$ cat src/rtl/fetch_ctrl.sv
// Instruction fetch sequencer: boots to RESET_PC, fetches, then waits for the
// core to retire. Define FETCH_CTRL_EXC_EN to add the exc/epc exception redirect.
//
// state | meaning
// BOOT  | first cycle after reset release, no request yet
// FETCH | imem_req held with imem_addr=pc until imem_ack
// EXEC  | instruction in flight, waiting for advance (or exc)
module fetch_ctrl #(
    parameter logic [31:2] RESET_PC = 30'h00000C00,
    parameter logic [31:2] EXC_VEC  = 30'h00001060
) (
    input  logic        clk,
    input  logic        rst,
    input  logic [31:2] npc,
    input  logic        advance,
    input  logic        stall,
    input  logic        imem_ack,
`ifdef FETCH_CTRL_EXC_EN
    input  logic        exc,
`endif
    output logic [31:2] pc,
    output logic        imem_req,
    output logic [31:2] imem_addr,
    output logic        ir_valid,
    output logic [31:0] icount
`ifdef FETCH_CTRL_EXC_EN
    ,
    output logic [31:2] epc
`endif
);

    typedef enum logic [1:0] {
        BOOT  = 2'd0,
        FETCH = 2'd1,
        EXEC  = 2'd2
    } state_t;

    state_t state;

    // pc only moves in EXEC, so the fetch address is stable for the whole FETCH wait
    assign imem_addr = pc;

    always_ff @(posedge clk or negedge rst) begin
        if (!rst) begin
            state    <= BOOT;
            pc       <= RESET_PC;
            imem_req <= 1'b0;
            ir_valid <= 1'b0;
            icount   <= 32'd0;
`ifdef FETCH_CTRL_EXC_EN
            epc      <= '0;
`endif
        end else begin
            ir_valid <= 1'b0;
            case (state)
                BOOT: begin
                    state    <= FETCH;
                    imem_req <= 1'b1;
                end
                FETCH: begin
                    if (imem_ack) begin
                        state    <= EXEC;
                        imem_req <= 1'b0;
                        ir_valid <= 1'b1;
                    end
                end
                EXEC: begin
`ifdef FETCH_CTRL_EXC_EN
                    // exception wins over a simultaneous advance, which is dropped
                    if (exc && !stall) begin
                        epc      <= pc;
                        pc       <= EXC_VEC;
                        state    <= FETCH;
                        imem_req <= 1'b1;
                    end else
`endif
                    if (advance && !stall) begin
                        pc       <= npc;
                        icount   <= icount + 32'd1;
                        state    <= FETCH;
                        imem_req <= 1'b1;
                    end
                end
                default: begin
                    state    <= BOOT;
                    imem_req <= 1'b0;
                end
            endcase
        end
    end

endmodule

$ cat config.mk
export PLATFORM = sky130hd
export DESIGN_NAME = fetch_ctrl
export DESIGN_NICKNAME = d
export VERILOG_FILES = /design/src/rtl/fetch_ctrl.sv
export SDC_FILE = /design/constraint.sdc
export NUM_CORES = 1
export LEC_CHECK = 0
export CAP_MARGIN = 0
export CORE_ASPECT_RATIO = 0.8
export CORE_UTILIZATION = 62
export DETAILED_ROUTE_END_ITERATION = 10
export DONT_BUFFER_PORTS = 1
export PLACE_DENSITY = 0.78
export SYNTH_ARGS = -nofsm -noshare
export SYNTH_HDL_FRONTEND = slang
export SYNTH_SLANG_ARGS = --single-unit
$ cat constraint.sdc
create_clock -name clk -period 2.7 [get_ports clk]
set_input_delay 0.27 -clock clk [delete_from_list [all_inputs] [get_ports clk]]
set_output_delay 0.27 -clock clk [all_outputs]
set_load 0.01 [all_outputs]
==> out/metrics.cfg <==
[pwr]
power.share.sequential_pct=60.8
switching_power_uw=1060
swShare_pct=36.1
static-leakage-power_uw=0.00155
p_comb_share_pct=11.4
p_int_uw=1870
clkPwrFrac_pct=27.8
vdd.ir_drop.worst_v=0.000629
p_per_area_nw_per_um2=955

[logic_synthesis]
synth_edf_count=0
yosysSeqAreaShare_pct=54.3
synthAdderAreaFrac_pct=0.417
yosys.area_share.simple_pct=25.4
async_flop_share_pct=100
muxShareOfSynthArea_pct=0
ys_types=30
synth_top_family_by_area=simple AND/OR/NAND/NOR gates
synth_compound_area_share_pct=0.710
synth_ff_type=dfrtp_1
synthXorXnorAreaFrac_pct=9.31
yosys_register_bits=65
syn_inst=312
avgSynthCellArea_um2=9.61
synth_warnings=0
synth_nets=348
synth_area_um2=3000

[critical_path]
path_cells=nand4_2 -> or4_1 -> or4_4 -> xnor2_2
path_max_fanout=7
crit_arrival_ps=2380
required_ps=2920
slowest_stage=or4_1
crit_start=icount[11]
end_kind=flip-flop
path_class=flip-flop to flip-flop
cpPeakStageDelay_ps=660
timing.rr.start=icount[11]
cp-start-kind=flip-flop

[cts]
cts_buffers=9
h-tree-depth=3
clkSinkCount=65
post_cts.repair.setup_buffers=0
root_buffer=clkbuf_8
cts_tree=done
clock_latency_ps=340
clkTransAtPathRegs_ps=60
clk_path_buf_depth=2

[global_route]
antenna_found_initial=0
grt_pass1_vias=1799
grt_pass1_wl_um=8800
globalRouteOverflowTotal=0
grt_max_degree=66
track_usage_pct=23.6

[floorplanning]
die_w_um=79.7
die_height_um=64.2
std_cell_rows=22
core_um2=4620
initial_core_util_pct=64.8
dieArea_um2=5120
io_pins=129

[timing]
setup_viol=0
worst_slew_pin_slew_ps=618
clock_skew_ps=6.67
rsz0062_at_grt=false
max_slew_margin_pct=58.5
max_freq_mhz=464
finalSetupTns_ps=0
drv_slew=0
hold_viol=0
layout_min_cycle_time_ps=2160
fin_crit_sh_pct=79.9

[routing]
avgRoutedWirePerCell_um=15.4
vias_per_cell=5.49
ant_nets=0
drt_iter0_drc=81
first_pass_iters=4
vias=1922
wl_um=5390
post-route-drc-count=0

[layout]
final_common_cell=nand2_1
design_area_um2=3070
antenna_cells=0
nets=321
final_cell_mix=107 x nand2_1, 63 x dfrtp_1, 17 x xnor2_1
drive_gt1_share_pct=8.62
area_growth_pct=2.46
fillers=390

[placed_design]
place_hpwl_um=3750
place_area_um2=2840
gp_congestion=0.791
portBuffers=0

[worst_hold_path]
hp-class=input pin to flip-flop
min_from=npc[12]

[status]
status=complete, no violations

[job]
maxCapViolCount=0

## path summary, 6_finish.rpt
| kind | depth (start not counted) | endpoint | slack [ps] |
|---|---|---|---|
| max | 4 | icount[24] | 540 |
| min | 2 | imem_addr[12] | 20 |
| max reg2reg | 4 | icount[24] | 540 |
| min reg2reg | 2 | imem_addr[12] | 520 |
| max in group asynchronous | 2 | imem_addr[12] | 1900 |
| min in group asynchronous | 2 | imem_addr[4] | 510 |
## synthesized netlist by cell type, types with 2 or more instances
cell type / number / area [µm²]
nor3_1: 10 / 50.1
dfrtp_1: 63 / 1580
and3_1: 6 / 37.5
dfstp_2: 2 / 52.6
and4_1: 3 / 26.3
nand3_1: 7 / 35.0
nor2_1: 3 / 11.3
buf_4: 30 / 225
inv_1: 5 / 18.8
or4_1: 2 / 15.0
nor3b_1: 2 / 15.0
nor4_1: 6 / 37.5
xnor2_1: 17 / 149
xor2_1: 13 / 114
nand4_1: 12 / 75.1
clkbuf_1: 11 / 41.3
nand2_1: 107 / 402
## critical path: cells and delay by family (launching register included)
kind          cells  cell delay (ps)
xor+xnor          1              140
simple gates      3             1400
flops             1              510
## metal layers
layer	routed length (µm)	track usage [%]	vias to the layer above	share of wire, %
met5	0	0	-	0
met4	62	9.38	0	1.2
met3	464	10.1	7	8.6
met2	2420	33.7	84	45
met1	2440	31.7	899	45
li1	-	-	932	-
## power by group through the flow
stage	registers [µW]	logic (µW)	clock network [µW]
after CTS	1790	347	832
after detailed placement	1800	322	0
after global routing	1840	404	889
after floorplan	1600	701	0
after global placement	1790	296	0
final	1780	336	815
## kinds of logic after synthesis
family	after synthesis
buffers and inverters	48
xor gates and xnor gates	31
DFF	65
adders and majority gates	1
AOI/OAI and AO/OA	3
and+or+nand+nor	164
## through the flow
step           utilization [%]  setup slack [ps]  std cells  hold WS [ps]  total power, µW
3_3_place_gp              61.3               551        332         -24.4             2090
2_1_floorplan                -               683        312         -25.6             2300
4_1_cts                   66.4               519        350          6.11             2970
3_5_place_dp              61.3               529        332         -24.6             2130
5_1_grt                   66.4               444        350          2.70             3130
6_report                  66.4               544        350          22.7             2930
## sequential cells by signal (all words and copies together), names as in the netlist
signal	flops
ir_valid	1
imem_addr	30
state	2
icount	32
## cell type report
class	count	area (µm²)	share of cell area (%)
timing repair buffer	5	60.1	1.96
multi-input combinational	199	1090	35.5
tap	60	75.1	2.44
sequential	65	1630	53.0
clock inverter	3	40.0	1.30
inverter	5	18.8	0.611
clock buffer	13	159	5.17
## what timing repair did
| item | 4_1_cts | 5_1_grt |
|---|---|---|
| hold endpoints to repair | 65 | 0 |
| hold buffers | 2 | 0 |
| gates resized for setup | 0 | 0 |
(Power assumes the default switching activity.)
